===== config.mk =====
export PLATFORM = sky130hd
export DESIGN_NAME = baud_tick_gen
export DESIGN_NICKNAME = d
export VERILOG_FILES = /design/src/rtl/baud_tick_gen.sv
export SDC_FILE = /design/constraint.sdc
export NUM_CORES = 1
export LEC_CHECK = 0
export CAP_MARGIN = 20
export CORE_AREA = 5 5 149 151
export DETAILED_ROUTE_END_ITERATION = 8
export DIE_AREA = 0 0 154 156
export GPL_ROUTABILITY_DRIVEN = 0
export GPL_TIMING_DRIVEN = 0
export PLACE_DENSITY = 0.49
export SLEW_MARGIN = 20
export SYNTH_ARGS = -nofsm -noshare
export SYNTH_HDL_FRONTEND = slang
export SYNTH_SLANG_ARGS = --single-unit

===== constraint.sdc =====
create_clock -name CLK -period 4.5 [get_ports CLK]
set_input_delay 0.9 -clock CLK [delete_from_list [all_inputs] [get_ports CLK]]
set_output_delay 0.9 -clock CLK [all_outputs]
set_load 0.02 [all_outputs]

===== src/rtl/baud_tick_gen.sv =====
`default_nettype none
// ============================================================================
// baud_tick_gen : fractional baud / oversample tick generator with
//                 bit-boundary reconfiguration, phase resync and BCLK output
// Revision      : 1.0
// ============================================================================
module baud_tick_gen #(
  parameter int DIV_W        = 16,
  parameter int FRAC_W       = 4,
  parameter int OSR_W        = 5,
  parameter int DEFAULT_DIV  = 3,
  parameter int DEFAULT_FRAC = 2,
  parameter int DEFAULT_OSR  = 16
) (
  input  logic              CLK,
  input  logic              RST,
  input  logic              EN,
  input  logic              SYNC,
  input  logic              CFG_WE,
  input  logic [DIV_W-1:0]  CFG_DIV,
  input  logic [FRAC_W-1:0] CFG_FRAC,
  input  logic [OSR_W-1:0]  CFG_OSR,
  output logic              CFG_PENDING,
  output logic              OS_TICK,
  output logic              MID_TICK,
  output logic              BIT_TICK,
  output logic [OSR_W-1:0]  OS_IDX,
  output logic              BCLK
);

  localparam int                c_CNT_W    = DIV_W + 1;
  localparam logic [DIV_W-1:0]  c_DIV_MIN  = DIV_W'(2);
  localparam logic [OSR_W-1:0]  c_OSR_MIN  = OSR_W'(2);
  localparam logic [DIV_W-1:0]  c_RST_DIV  = (DEFAULT_DIV < 2) ? c_DIV_MIN : DIV_W'(DEFAULT_DIV);
  localparam logic [FRAC_W-1:0] c_RST_FRAC = FRAC_W'(DEFAULT_FRAC);
  localparam logic [OSR_W-1:0]  c_RST_OSR  = (DEFAULT_OSR < 2) ? c_OSR_MIN : OSR_W'(DEFAULT_OSR);

  logic [c_CNT_W-1:0] cnt_q, cnt_d;
  logic [c_CNT_W-1:0] period_q, period_d;
  logic [FRAC_W-1:0]  acc_q, acc_d;
  logic [OSR_W-1:0]   os_idx_q, os_idx_d;
  logic [DIV_W-1:0]   div_q, div_d;
  logic [FRAC_W-1:0]  frac_q, frac_d;
  logic [OSR_W-1:0]   osr_q, osr_d;
  logic [DIV_W-1:0]   sh_div_q, sh_div_d;
  logic [FRAC_W-1:0]  sh_frac_q, sh_frac_d;
  logic [OSR_W-1:0]   sh_osr_q, sh_osr_d;
  logic               pend_q, pend_d;
  logic               os_tick_q, os_tick_d;
  logic               mid_tick_q, mid_tick_d;
  logic               bit_tick_q, bit_tick_d;
  logic               bclk_q, bclk_d;

  logic               w_last;
  logic               w_osr_last;
  logic               w_mid_hit;
  logic               w_bit_evt;
  logic               w_apply;
  logic [FRAC_W:0]    w_sum;
  logic [DIV_W-1:0]   w_src_div;
  logic [FRAC_W-1:0]  w_src_frac;
  logic [OSR_W-1:0]   w_src_osr;
  logic [DIV_W-1:0]   w_new_div;
  logic [OSR_W-1:0]   w_new_osr;

  // ">=" keeps the counters from running away if a smaller config lands mid-interval
  assign w_last     = (cnt_q >= (period_q - c_CNT_W'(1)));
  assign w_osr_last = (os_idx_q >= (osr_q - OSR_W'(1)));
  assign w_mid_hit  = (os_idx_q == ((osr_q >> 1) - OSR_W'(1)));
  assign w_bit_evt  = EN & ~SYNC & w_last & w_osr_last;
  assign w_apply    = (SYNC | ~EN | w_bit_evt) & (pend_q | CFG_WE);
  assign w_sum      = {1'b0, acc_q} + {1'b0, frac_q};

  // A write coinciding with an apply event bypasses the shadow
  assign w_src_div  = CFG_WE ? CFG_DIV  : sh_div_q;
  assign w_src_frac = CFG_WE ? CFG_FRAC : sh_frac_q;
  assign w_src_osr  = CFG_WE ? CFG_OSR  : sh_osr_q;
  assign w_new_div  = (w_src_div < c_DIV_MIN) ? c_DIV_MIN : w_src_div;
  assign w_new_osr  = (w_src_osr < c_OSR_MIN) ? c_OSR_MIN : w_src_osr;

  always_comb begin
    cnt_d      = cnt_q;
    period_d   = period_q;
    acc_d      = acc_q;
    os_idx_d   = os_idx_q;
    div_d      = div_q;
    frac_d     = frac_q;
    osr_d      = osr_q;
    sh_div_d   = sh_div_q;
    sh_frac_d  = sh_frac_q;
    sh_osr_d   = sh_osr_q;
    pend_d     = pend_q;
    bclk_d     = bclk_q;
    os_tick_d  = 1'b0;
    mid_tick_d = 1'b0;
    bit_tick_d = 1'b0;

    if (SYNC) begin
      cnt_d    = '0;
      acc_d    = '0;
      os_idx_d = '0;
      period_d = {1'b0, div_q};
    end else if (EN) begin
      if (w_last) begin
        cnt_d      = '0;
        acc_d      = w_sum[FRAC_W-1:0];
        period_d   = {1'b0, div_q} + {{DIV_W{1'b0}}, w_sum[FRAC_W]};
        os_tick_d  = 1'b1;
        mid_tick_d = w_mid_hit;
        bit_tick_d = w_osr_last;
        bclk_d     = ~bclk_q;
        os_idx_d   = w_osr_last ? '0 : os_idx_q + OSR_W'(1);
      end else begin
        cnt_d = cnt_q + c_CNT_W'(1);
      end
    end

    if (w_apply) begin
      div_d    = w_new_div;
      frac_d   = w_src_frac;
      osr_d    = w_new_osr;
      period_d = {1'b0, w_new_div};
      acc_d    = '0;
      pend_d   = 1'b0;
    end else if (CFG_WE) begin
      sh_div_d  = CFG_DIV;
      sh_frac_d = CFG_FRAC;
      sh_osr_d  = CFG_OSR;
      pend_d    = 1'b1;
    end
  end

  always_ff @(posedge CLK or posedge RST) begin
    if (RST) begin
      cnt_q      <= '0;
      period_q   <= {1'b0, c_RST_DIV};
      acc_q      <= '0;
      os_idx_q   <= '0;
      div_q      <= c_RST_DIV;
      frac_q     <= c_RST_FRAC;
      osr_q      <= c_RST_OSR;
      sh_div_q   <= c_RST_DIV;
      sh_frac_q  <= c_RST_FRAC;
      sh_osr_q   <= c_RST_OSR;
      pend_q     <= 1'b0;
      os_tick_q  <= 1'b0;
      mid_tick_q <= 1'b0;
      bit_tick_q <= 1'b0;
      bclk_q     <= 1'b0;
    end else begin
      cnt_q      <= cnt_d;
      period_q   <= period_d;
      acc_q      <= acc_d;
      os_idx_q   <= os_idx_d;
      div_q      <= div_d;
      frac_q     <= frac_d;
      osr_q      <= osr_d;
      sh_div_q   <= sh_div_d;
      sh_frac_q  <= sh_frac_d;
      sh_osr_q   <= sh_osr_d;
      pend_q     <= pend_d;
      os_tick_q  <= os_tick_d;
      mid_tick_q <= mid_tick_d;
      bit_tick_q <= bit_tick_d;
      bclk_q     <= bclk_d;
    end
  end

  assign CFG_PENDING = pend_q;
  assign OS_TICK     = os_tick_q;
  assign MID_TICK    = mid_tick_q;
  assign BIT_TICK    = bit_tick_q;
  assign OS_IDX      = os_idx_q;
  assign BCLK        = bclk_q;

endmodule
`default_nettype wire


Word-level counts from Yosys, hierarchy flattened. Index checks and enable logic that the tools add are counted.

Flip-flop bits (word level): 98. Input bits: 30. Output and inout port bits: 10. Word-level logic and storage cells: 76.

Add/sub/neg operators: 7. Order comparisons: 4. Equal/unequal tests: 1. Muxes and demuxes: 31. Bitwise logic cells: 10. Reduce and logical (&&, ||, !) cells: 8.

Operators by type and width (count): 17-bit 2-to-1 mux (7); 16-bit 2-to-1 mux (2); 5-bit 2-to-1 mux (6); 4-bit 2-to-1 mux (5); 16-bit by 1-bit adder with 17-bit output (1); 17-bit by 1-bit adder with 17-bit output, second input constant (1); 17-bit greater-or-equal comparator (1); 17-bit by 1-bit subtractor with 17-bit output, second input constant (1); 16-bit by 2-bit less-than comparator with 1-bit output, second input constant (1); 1-bit 2-to-1 mux (11); 2-bit nonzero test (3); 3-bit nonzero test (2); 4-bit by 4-bit adder with 5-bit output (1); 5-bit by 1-bit adder with 5-bit output, second input constant (1); 5-bit equality test (1); 5-bit greater-or-equal comparator (1); 5-bit by 2-bit less-than comparator with 1-bit output, second input constant (1); 4-bit by 1-bit subtractor with 5-bit output, second input constant (1); 5-bit by 1-bit subtractor with 5-bit output, second input constant (1); 1-bit bitwise AND (4); 2-bit AND reduction (2); 1-bit inverter (3); 1-bit bitwise OR (3); 3-bit AND reduction (1).

Logic depth before layout (Yosys ltp).
Depth after elaboration: 8. Depth in mapped cells: 15. Gate-level depth less buffers: 13.

Worst setup path after synthesis. No wires, ideal clock.

Kind: register to register. From: register period_q[3]. To: register acc_q[1]. Setup time: 122 ps. Arrival: 3879 ps. Data required time: 4378 ps. Path slack: 499 ps. Cell stages (with the launch flop): 14. Path buffers: 0. Clock period less this slack: 4001 ps. Cell sequence: dfrtp_1 or4_1 nor2_1 nand2_1 or4_1 nor2_1 xnor2_1 ha_1 a21o_1 a21o_1 a221o_1 or4_4 and3_1 a32o_1.

Word-level cells in the longest chain between the ends: 8. Elaborated cells on any way between the ends: 10. Classes of those cells: add/sub (1); order compare (1); mux (1); bitwise (4); reduce/logical (3).

RTL lines: start, declared (line 39) `logic [c_CNT_W-1:0] period_q, period_d;`; start signal, assigned (line 136) `period_q <= {1'b0, c_RST_DIV};`; start signal, assigned (line 152) `period_q <= period_d;`; 17-bit by 1-bit subtractor with 17-bit output * (line 67) `assign w_last = (cnt_q >= (period_q - c_CNT_W'(1)));`; 17-bit greater-or-equal comparator * (line 67); 1-bit bitwise AND (2 in a row) (line 70) `assign w_bit_evt = EN & ~SYNC & w_last & w_osr_last;`; 1-bit bitwise OR (line 71) `assign w_apply = (SYNC | ~EN | w_bit_evt) & (pend_q | CFG_WE);`; 1-bit bitwise AND (line 71); 3-bit nonzero test (no source line); 2-bit AND reduction (no source line); end signal, assigned (line 137) `acc_q <= '0;`; end signal, assigned (line 153) `acc_q <= acc_d;`; end, declared (line 40) `logic [FRAC_W-1:0] acc_q, acc_d;`.

Every way passes the cells marked *; elsewhere a longest branch is shown, timed or not. A chain may end at the register's enable or synchronous reset.

Worst setup path after layout.
From: register period_q[3]. To: register acc_q[2].

The elaborated chain is that of the path after synthesis.

==> results.cfg <==
[power]
ir_worst_vdd_uv = 198
power_density_nw_per_um2 = 368
leakagePower_nw = 2.98

[worst_setup_path]
startpoint_type = register
end_kind = register
critical_path_class = register to register
path_max_fanout = 8
r2r-end = acc_q[2]$_DFFE_PP0P_
crit_start = period_q[3]$_DFFE_PP0P_
reg2regPathDepth = 13
arrival_ns = 4.62
cp.required_ns = 4.79
rr_startpoint = period_q[3]$_DFFE_PP0P_
reg2reg_slack_ns = 0.17

[synth]
syn_area_sq_um = 6080
yosysMostFrequentCell = dfrtp_1
syn_area_per_cell_sq_um = 10.3
postSynthCellCount = 593
post-synth-top-area-cell = dfrtp_1
synth_edf_count = 0
syn_nets = 658
synth_area_leaders = dfrtp_1, mux2_2, ha_1
yosys-top-cells-count = dfrtp_1, nor2_1, mux2_2, ha_1, nand2_1
seq_area_frac_synth_pct = 40.5
ys_types = 62
yosysTopAreaCellShare_pct = 36.2
ys_ff_latch = 98
synth_top_flop_cell = dfrtp_1
yosys_warnings = 0
synth-async-reset-ratio_pct = 100

[hold_path]
min_to = BCLK$_DFFE_PP0P_
hp-class = register to register
timing.hold.worst.start = BCLK$_DFFE_PP0P_
hold_depth = 1

[cells_and_area]
insertedDiodeCount = 0
finalNetCount = 713
syn2layout_area_growth_pct = 19.5
drive_gt1_share_pct = 15.6
fin_util_pct = 35.1
fin_cells = 928

[sta]
max_freq_mhz = 231
worst_slew_pin_slew_ns = 0.886
tns_ns = 0
rsz0062_at_grt = false
hold_viol = 0
slew-limit-headroom_pct = 39.4
finalCritPeriodShare_pct = 96.2
fin_hold_ws_ns = 0.477
fin_crit_ns = 4.33
finalSetupViolations = 0
skew_ns = 0.00650
slew_viol_final = 0

[detailed_routing]
num_vias = 4776
routed_via_density = 5.15
firstDrtPassIters = 4
antenna_left = 0
route.detailed.drc = 0
drtIter0Drc = 299
totalWireLength_um = 16400
wl_per_cell_um = 17.6

[cts]
clk_latency_ns = 0.35
numCtsBuffers = 9
max-clock-path-buffers = 2
cts_tree = built
clk_root_buffer_cell = clkbuf_16
clock_sinks = 98
cts_hold_buf = 0
cts_max_level = 3
path_clk_slew_ns = 0.08

[placement]
hpwl_um = 12400
portBuffers = 37
placed_cells = 906

[global_routing]
grt_max_degree = 71
grt_overflow_total = 0
grt_pass1_vias = 4830
grt_pass1_wl_um = 26600
antenna_found_initial = 0
track_usage_pct = 13.9

[die]
die_x_um = 154
die-area_sq_um = 24000
initial_core_util_pct = 29.4
core-area_sq_um = 20700
die_h_um = 156
io_pins = 40
row_count = 53

[flow_run]
drv_cap = 0

[outcome]
status = completed
final cells by class:
cell class,instances,area (sq um)
Clock inverter,7,85.1
Multi-Input combinational cell,451,3490
Fill cell,2130,13400
Buffer,26,148
Inverter,18,72.6
Tap cell,275,344
Timing Repair Buffer,44,443
Sequential cell,98,2460
Clock buffer,9,225
worst max-delay path: stages, from the launching register on:
cell and delay (ns):
dfrtp_1 0.43, or4_1 0.55, nor2_1 0.14, nand2_1 0.11, or4_4 0.47, nor2_1 0.15
xnor2_1 0.14, ha_1 0.28, a21o_1 0.19, a21o_1 0.21, a221o_1 0.42, or4_4 0.60
a21oi_4 0.37, a32o_1 0.22
stage by stage:
stage	setup slack (ns)	area, sq um	power (W)
global placement	-0.620	6800	0.00183
floorplan	0.499	6080	0.00165
global route	0.00937	7270	0.00284
finish	0.171	7270	0.00268
CTS	0.0424	7170	0.00269
detailed placement	-0.297	6830	0.00186
metal layers:
| layer | global-route usage (%) | part of all wire (%) |
|---|---|---|
| met1 | 18.6 | 47 |
| met2 | 23.6 | 49 |
| met3 | 1.86 | 2.5 |
| met4 | 3.66 | 1.2 |
| met5 | 0 | 0 |
sequential cells by signal, summed over array words and instances (netlist names):
name and cells:
cnt_q 17, period_q 17, div_q 16, sh_div_q 16
OS_IDX 5, osr_q 5, sh_osr_q 5, acc_q 4
frac_q 4, sh_frac_q 4, BCLK 1, BIT_TICK 1
CFG_PENDING 1, MID_TICK 1, OS_TICK 1
kinds of logic after synthesis:
logic type               after synthesis  share of synthesized area, %
AND/OR/NAND/NOR                      186                          15.7
AO/OA/AOI/OAI                        113                          13.8
flip-flops                            98                          40.5
multiplexers                          72                          13.1
XOR/XNOR                              45                          6.48
buffers and inverters                 44                          3.08
adder cells (fa/ha/maj)               35                          7.32
placed cells by master, fill, tap and decap left out, types with 15 or more instances in the layout:
cell type,count
mux2_1,22
nor3_1,17
a21oi_1,15
nand3_1,21
o21ai_0,19
ha_1,34
clkdlybuf4s50_1,37
xor2_1,16
xnor2_1,29
dfrtp_1,88
inv_1,17
nand2_1,32
mux2_2,39
nor2_1,50
what timing repair did:
action	in CTS	in global routing
buffers inserted	2	4
pin swaps	2	4
resized for setup	3	22
endpoints found under the setup margin	55	76
power by group:
group / switching, W / leakage (nW) / internal [W] / total, W
logic: 0.000342 / 1.62 / 0.000331 / 0.000673
registers: 0.000149 / 1.21 / 0.00104 / 0.00119
clock network: 0.000375 / 0.153 / 0.000443 / 0.000818
worst max path at each step:
stage / to / slack (ns) / depth (start not counted)
6_report: acc_q[2]$_DFFE_PP0P_ / 0.17 / 13
5_1_grt: period_q[0]$_DFFE_PP1P_ / 0.009 / 14
4_1_cts: sh_osr_q[3]$_DFFE_PP0N_ / 0.04 / 15
3_5_place_dp: sh_osr_q[3]$_DFFE_PP0N_ / -0.30 / 14
3_3_place_gp: MID_TICK$_DFF_PP0_ / -0.62 / 2
2_1_floorplan: acc_q[1]$_DFFE_PP0P_ / 0.50 / 13
Note: power is estimated with default switching activity, not from simulation.
